### src/rtl/multicycle_controller.sv
// Sequencing FSM for the multi-cycle RV32I core with one shared memory port.
// Next state is registered; control outputs decode the state, a few gated by mem_ready/take_branch.
module multicycle_controller (
    input  logic       clk,
    input  logic       rst,
    input  logic [6:0] op,
    input  logic       take_branch,
    input  logic       mem_ready,
    output logic       mem_req,
    output logic       mem_we,
    output logic       adr_src,
    output logic       ir_write,
    output logic       pc_write,
    output logic       reg_write,
    output logic [1:0] alu_src_a,
    output logic [1:0] alu_src_b,
    output logic [1:0] alu_op,
    output logic [1:0] result_src,
    output logic [2:0] imm_src,
    output logic       retire,
    output logic       trap,
    output logic [3:0] state
);
    typedef enum logic [3:0] {
        S_IDLE, S_FETCH, S_DECODE, S_MEM_ADR, S_MEM_READ, S_MEM_WB, S_MEM_WRITE, S_EXEC_R,
        S_EXEC_I, S_ALU_WB, S_BRANCH, S_JALR_ADR, S_JUMP, S_LUI, S_AUIPC, S_TRAP
    } state_t;

    localparam logic [6:0] OP_LOAD   = 7'b0000011;
    localparam logic [6:0] OP_STORE  = 7'b0100011;
    localparam logic [6:0] OP_OP     = 7'b0110011;
    localparam logic [6:0] OP_OPIMM  = 7'b0010011;
    localparam logic [6:0] OP_BRANCH = 7'b1100011;
    localparam logic [6:0] OP_JAL    = 7'b1101111;
    localparam logic [6:0] OP_JALR   = 7'b1100111;
    localparam logic [6:0] OP_LUI    = 7'b0110111;
    localparam logic [6:0] OP_AUIPC  = 7'b0010111;

    localparam logic [2:0] IMM_I = 3'd0;
    localparam logic [2:0] IMM_S = 3'd1;
    localparam logic [2:0] IMM_B = 3'd2;
    localparam logic [2:0] IMM_U = 3'd3;
    localparam logic [2:0] IMM_J = 3'd4;

    state_t r_state;
    // op is only valid in DECODE, so the load/store choice is carried into MEM_ADR here
    logic   r_is_store;

    always_ff @(posedge clk) begin
        if (rst) begin
            r_state    <= S_IDLE;
            r_is_store <= 1'b0;
        end else begin
            case (r_state)
                S_IDLE:      r_state <= S_FETCH;
                S_FETCH:     if (mem_ready) r_state <= S_DECODE;
                S_DECODE: begin
                    r_is_store <= (op == OP_STORE);
                    case (op)
                        OP_LOAD, OP_STORE: r_state <= S_MEM_ADR;
                        OP_OP:             r_state <= S_EXEC_R;
                        OP_OPIMM:          r_state <= S_EXEC_I;
                        OP_BRANCH:         r_state <= S_BRANCH;
                        OP_JAL:            r_state <= S_JUMP;
                        OP_JALR:           r_state <= S_JALR_ADR;
                        OP_LUI:            r_state <= S_LUI;
                        OP_AUIPC:          r_state <= S_AUIPC;
                        default:           r_state <= S_TRAP;
                    endcase
                end
                S_MEM_ADR:   r_state <= r_is_store ? S_MEM_WRITE : S_MEM_READ;
                S_MEM_READ:  if (mem_ready) r_state <= S_MEM_WB;
                S_MEM_WB:    r_state <= S_FETCH;
                S_MEM_WRITE: if (mem_ready) r_state <= S_FETCH;
                S_EXEC_R, S_EXEC_I, S_LUI, S_AUIPC, S_JUMP: r_state <= S_ALU_WB;
                S_ALU_WB, S_BRANCH: r_state <= S_FETCH;
                S_JALR_ADR:  r_state <= S_JUMP;
                S_TRAP:      r_state <= S_TRAP;
            endcase
        end
    end

    // Reset overrides everything so an in-flight memory request is dropped immediately
    always_comb begin
        mem_req    = 1'b0;
        mem_we     = 1'b0;
        adr_src    = 1'b0;
        ir_write   = 1'b0;
        pc_write   = 1'b0;
        reg_write  = 1'b0;
        alu_src_a  = 2'b00;
        alu_src_b  = 2'b00;
        alu_op     = 2'b00;
        result_src = 2'b00;
        imm_src    = IMM_I;
        retire     = 1'b0;
        trap       = 1'b0;
        state      = 4'd0;
        if (!rst) begin
            state = r_state;
            case (r_state)
                S_IDLE: ;
                S_FETCH: begin
                    mem_req    = 1'b1;
                    alu_src_b  = 2'b10;
                    result_src = 2'b10;
                    ir_write   = mem_ready;
                    pc_write   = mem_ready;
                end
                S_DECODE: begin
                    alu_src_a = 2'b01;
                    alu_src_b = 2'b01;
                    imm_src   = (op == OP_JAL) ? IMM_J : IMM_B;
                end
                S_MEM_ADR: begin
                    alu_src_a = 2'b10;
                    alu_src_b = 2'b01;
                    imm_src   = r_is_store ? IMM_S : IMM_I;
                end
                S_MEM_READ: begin
                    mem_req = 1'b1;
                    adr_src = 1'b1;
                end
                S_MEM_WB: begin
                    result_src = 2'b01;
                    reg_write  = 1'b1;
                    retire     = 1'b1;
                end
                S_MEM_WRITE: begin
                    mem_req = 1'b1;
                    mem_we  = 1'b1;
                    adr_src = 1'b1;
                    retire  = mem_ready;
                end
                S_EXEC_R: begin
                    alu_src_a = 2'b10;
                    alu_op    = 2'b10;
                end
                S_EXEC_I: begin
                    alu_src_a = 2'b10;
                    alu_src_b = 2'b01;
                    alu_op    = 2'b10;
                end
                S_ALU_WB: begin
                    reg_write = 1'b1;
                    retire    = 1'b1;
                end
                S_BRANCH: begin
                    alu_src_a = 2'b10;
                    alu_op    = 2'b01;
                    pc_write  = take_branch;
                    retire    = 1'b1;
                end
                S_JALR_ADR: begin
                    alu_src_a = 2'b10;
                    alu_src_b = 2'b01;
                end
                S_JUMP: begin
                    pc_write  = 1'b1;
                    alu_src_a = 2'b01;
                    alu_src_b = 2'b10;
                end
                S_LUI: begin
                    alu_src_a = 2'b11;
                    alu_src_b = 2'b01;
                    imm_src   = IMM_U;
                end
                S_AUIPC: begin
                    alu_src_a = 2'b01;
                    alu_src_b = 2'b01;
                    imm_src   = IMM_U;
                end
                S_TRAP: trap = 1'b1;
            endcase
        end
    end
endmodule

### config.mk
export PLATFORM = sky130hd
export DESIGN_NAME = multicycle_controller
export DESIGN_NICKNAME = d
export VERILOG_FILES = /design/src/rtl/multicycle_controller.sv
export SDC_FILE = /design/constraint.sdc
export NUM_CORES = 1
export LEC_CHECK = 0
export ABC_AREA = 1
export ABC_CLOCK_PERIOD_IN_PS = 3050
export CORE_UTILIZATION = 44
export DETAILED_ROUTE_END_ITERATION = 8
export GPL_TIMING_DRIVEN = 0
export MAX_ROUTING_LAYER = met4
export PLACE_DENSITY = 0.81
export REMOVE_ABC_BUFFERS = 1
export SETUP_SLACK_MARGIN = 0.15
export SLEW_MARGIN = 40
export SYNTH_ARGS = -nofsm -noshare
export SYNTH_HDL_FRONTEND = slang
export SYNTH_SLANG_ARGS = --single-unit
### constraint.sdc
create_clock -name clk -period 3.05 [get_ports clk]
set_input_delay 0.4575 -clock clk [delete_from_list [all_inputs] [get_ports clk]]
set_output_delay 0.4575 -clock clk [all_outputs]
set_load 0.05 [all_outputs]
==> impl_summary.log <==
[metrics] Yosys Warn Count: 0
[metrics] number of top-level pins: 34
[metrics] maximum capacitance violations: 0
[metrics] power density over cell area: 727 mW/mm^2
[metrics] number of vias per cell after detailed routing: slightly above 5
[metrics] final design utilization: 0.722
[metrics] starting density of the core: 0.490
[metrics] CP delay by family, top: buffers and inverters
[metrics] non-filler instance count after layout: 188
[metrics] number of diodes added for antenna fixing: 0
[metrics] part of the cycle the worst path needs: 0.915
[metrics] failing checks: design-rule violations
[metrics] setup violators final: 0
[metrics] setup skew after layout: 3.69 ps
[metrics] number of hold violations in the final report: 0
[metrics] I/O Buffers: 33
[metrics] wire length of the first global-routing pass: 3580 um
[metrics] part of the Yosys area used for sequential elements: 0.131
[metrics] CP Buf/Inv Count: 2
[metrics] Std-Cell Rows: 14
[metrics] count of mapped cells out of synthesis: 138
[metrics] Slew @ Worst Pin: 748 ps
[metrics] DR WL/cell: 11.2 um
[metrics] final net count: 184
[metrics] clock sink count: 5
[metrics] DR pass1 iterations: 6
[metrics] Worst path max stage delay: 830 ps
[metrics] die span in x: approximately 44 um
[metrics] classification of the worst-slack hold path: flop to flop
[metrics] cell at the slowest stage of the critical path: sky130_fd_sc_hd__clkdlybuf4s50_1
[metrics] post-CTS clock slew at the launch and capture registers of the worst setup and hold paths: ~40 ps
[metrics] cell-internal power: 331 uW
[metrics] number of antenna violations at the first check in global routing: 0
[metrics] f_max: 358 MHz
[metrics] Layout Area Growth over Synthesis: 47.3%
[metrics] sw power: 488 uW
[metrics] Reg power frac: 0.162
[metrics] result of the run: finished with violations
[metrics] number of distinct library cells after synthesis: 30
[metrics] post-detailed-route DRC marker count: 2
[metrics] Max clock buf depth: 2
[metrics] Synth Register Bits: 5
[metrics] setup repair after global routing missed its margin: no
[metrics] share of final-layout standard cells stronger than drive strength 1: 0.145
[metrics] Via Count: 968
[metrics] leakage power: about 0.00056 uW
[metrics] final critical delay including setup and external delays: 2790 ps
[metrics] die area: 0.00191 sq mm
[metrics] CP Data Arrival Time: 2330 ps
[metrics] GP Congestion: roughly 0.8
[metrics] number of filler instances in the final layout: 149
[metrics] category of the critical setup timing path: flop to output port
[metrics] global routing usage summed across all routing layers: 0.255
[metrics] number of buffers created by CTS: 3
[metrics] Avg Cell Area, Syn: 5.54 sq um
[metrics] type of origin of the critical path: flop
[metrics] pin count of the biggest net entering global routing: 23
[metrics] final max-slew violation count: 0
[metrics] Setup Total Neg Slack: 0 ps
[metrics] root buf cell: sky130_fd_sc_hd__clkbuf_4
[metrics] floorplan die height: around 44 um
[metrics] Clk Latency, worst-skew pair: approximately 240 ps
[metrics] Overflow after GRT: 0
[metrics] Clock H-tree levels: 1
[metrics] number of DRC markers after the initial detailed-route iteration: 33
[metrics] post-route ant nets: 0
[metrics] post-synthesis instance area: between 700 and 800 sq um
[metrics] Worst Path Max Fanout: 8
[metrics] post-cts hold buffer count: 0
[metrics] Total Wirelength: 2100 um
[metrics] via count of the first global-routing pass: 857
[metrics] logic gate share of total power: 0.743
[metrics] worst rel slew slack: 0.501
[metrics] Post-DP HPWL: 1690 um
[metrics] element type at the critical path end: output port
[metrics] portion of total power attributed to the clock network: 0.094
[metrics] placed cell count: around 180
[metrics] CP cell instances: nand2_2 > nor3_1 > inv_2 > o22ai_1 > clkdlybuf4s50_1
[metrics] critical path required time: roughly 2600 ps
[metrics] TritonCTS clock tree: yes
[metrics] worst-case vdd ir drop: roughly 0.58 mV
[metrics] switching portion of total power: 0.596
[metrics] floorplan core area: around 0.0016 sq mm
## cell usage in the layout (no fill, tap or decap), drive strengths merged
cell type | synthesis | routed
nand2 | 42 | 42
o31ai | 1 | 1
o21ai | 5 | 5
clkinv | 1 | 1
nand3 | 8 | 8
o21bai | 1 | 1
a41oi | 1 | 1
dlymetal6s2s | 0 | 3
clkdlybuf4s50 | 0 | 28
dfxtp | 5 | 5
nor3 | 6 | 6
o22ai | 1 | 1
a21oi | 10 | 10
a211o | 1 | 1
a211oi | 2 | 2
clkbuf | 1 | 4
a31oi | 1 | 1
inv | 23 | 23
dlygate4sd2 | 0 | 2
nor2 | 22 | 22
a22oi | 1 | 1
nand4 | 3 | 3
or2 | 1 | 1
## layer usage
layer,global-route usage,up-vias,share of wire
met4,0.0938,0,0.010
li1,-,512,-
met5,-,-,0
met1,0.346,425,0.48
met2,0.388,27,0.46
met3,0.0292,4,0.051
## registers in the layout, indices dropped and copies added, names as in the netlist
name / count
r_is_store: 1
r_state: 4
## worst reg2reg max path, stage by stage (launching register included)
cell                      delay, ps
sky130_fd_sc_hd__dfxtp_1        610
sky130_fd_sc_hd__nand2_2        210
sky130_fd_sc_hd__o21ai_0        300
sky130_fd_sc_hd__nor2_2          80
sky130_fd_sc_hd__a21oi_2        130
## path summary, 6_finish.rpt
kind	cells past startpoint	slack [ps]	start	to
worst min register to register	2	570	r_is_store	r_is_store
worst min-delay path	2	570	r_is_store	r_is_store
worst max register to register	4	1650	r_state[3]	r_state[1]
worst max-delay path	5	260	r_state[3]	imm_src[1]
## power groups by stage
stage	clock network [uW]	logic, uW	registers [uW]
floorplan	0	449	127
global placement	0	603	134
detailed placement	0	611	134
CTS	79.0	613	133
global route	85.2	656	138
finish	77.3	608	133
## logic make-up after synthesis
kind of cell    Yosys count  synth area share
compound gates           24             0.192
buf+inv                  27             0.144
flops                     5             0.131
simple gates             82             0.534
## layout make-up
type	count	area [sq um]	area share
Multi-Input combinational cell	106	554	0.492
Sequential cell	5	100	0.0889
Tap cell	16	20.0	0.0178
Timing Repair Buffer	33	335	0.298
Inverter	24	90.1	0.0800
Clock buffer	4	26.3	0.0233
## timing repair
action,4_1_cts,5_1_grt
resized for setup,2,3
buffers inserted,0,0
setup endpoints to repair,11,3
## stage by stage
step | power [uW] | worst slack [ps] | hold WS [ps] | instance area, sq um
after global placement | 737 | -233 | 552 | 1090
final | 819 | 260 | 571 | 1130
after CTS | 825 | 182 | 566 | 1120
after global routing | 879 | 152 | 655 | 1130
after detailed placement | 744 | -267 | 550 | 1090
after floorplan | 577 | -343 | 505 | 744
## cell usage after synthesis, drive strengths merged
library cell | instances | area (sq um)
a211oi | 2 | 15.0
nor3 | 6 | 46.3
a41oi | 1 | 8.76
a21oi | 10 | 53.8
a31oi | 1 | 6.26
nor2 | 22 | 111
a211o | 1 | 8.76
nand2 | 42 | 185
nand4 | 3 | 18.8
o21ai | 5 | 25.0
or2 | 1 | 6.26
clkbuf | 1 | 3.75
dfxtp | 5 | 100
o21bai | 1 | 7.51
o31ai | 1 | 7.51
o22ai | 1 | 6.26
clkinv | 1 | 3.75
inv | 23 | 86.3
nand3 | 8 | 40.0
buf | 2 | 16.3
a22oi | 1 | 7.51
(Power assumes the default switching activity.)
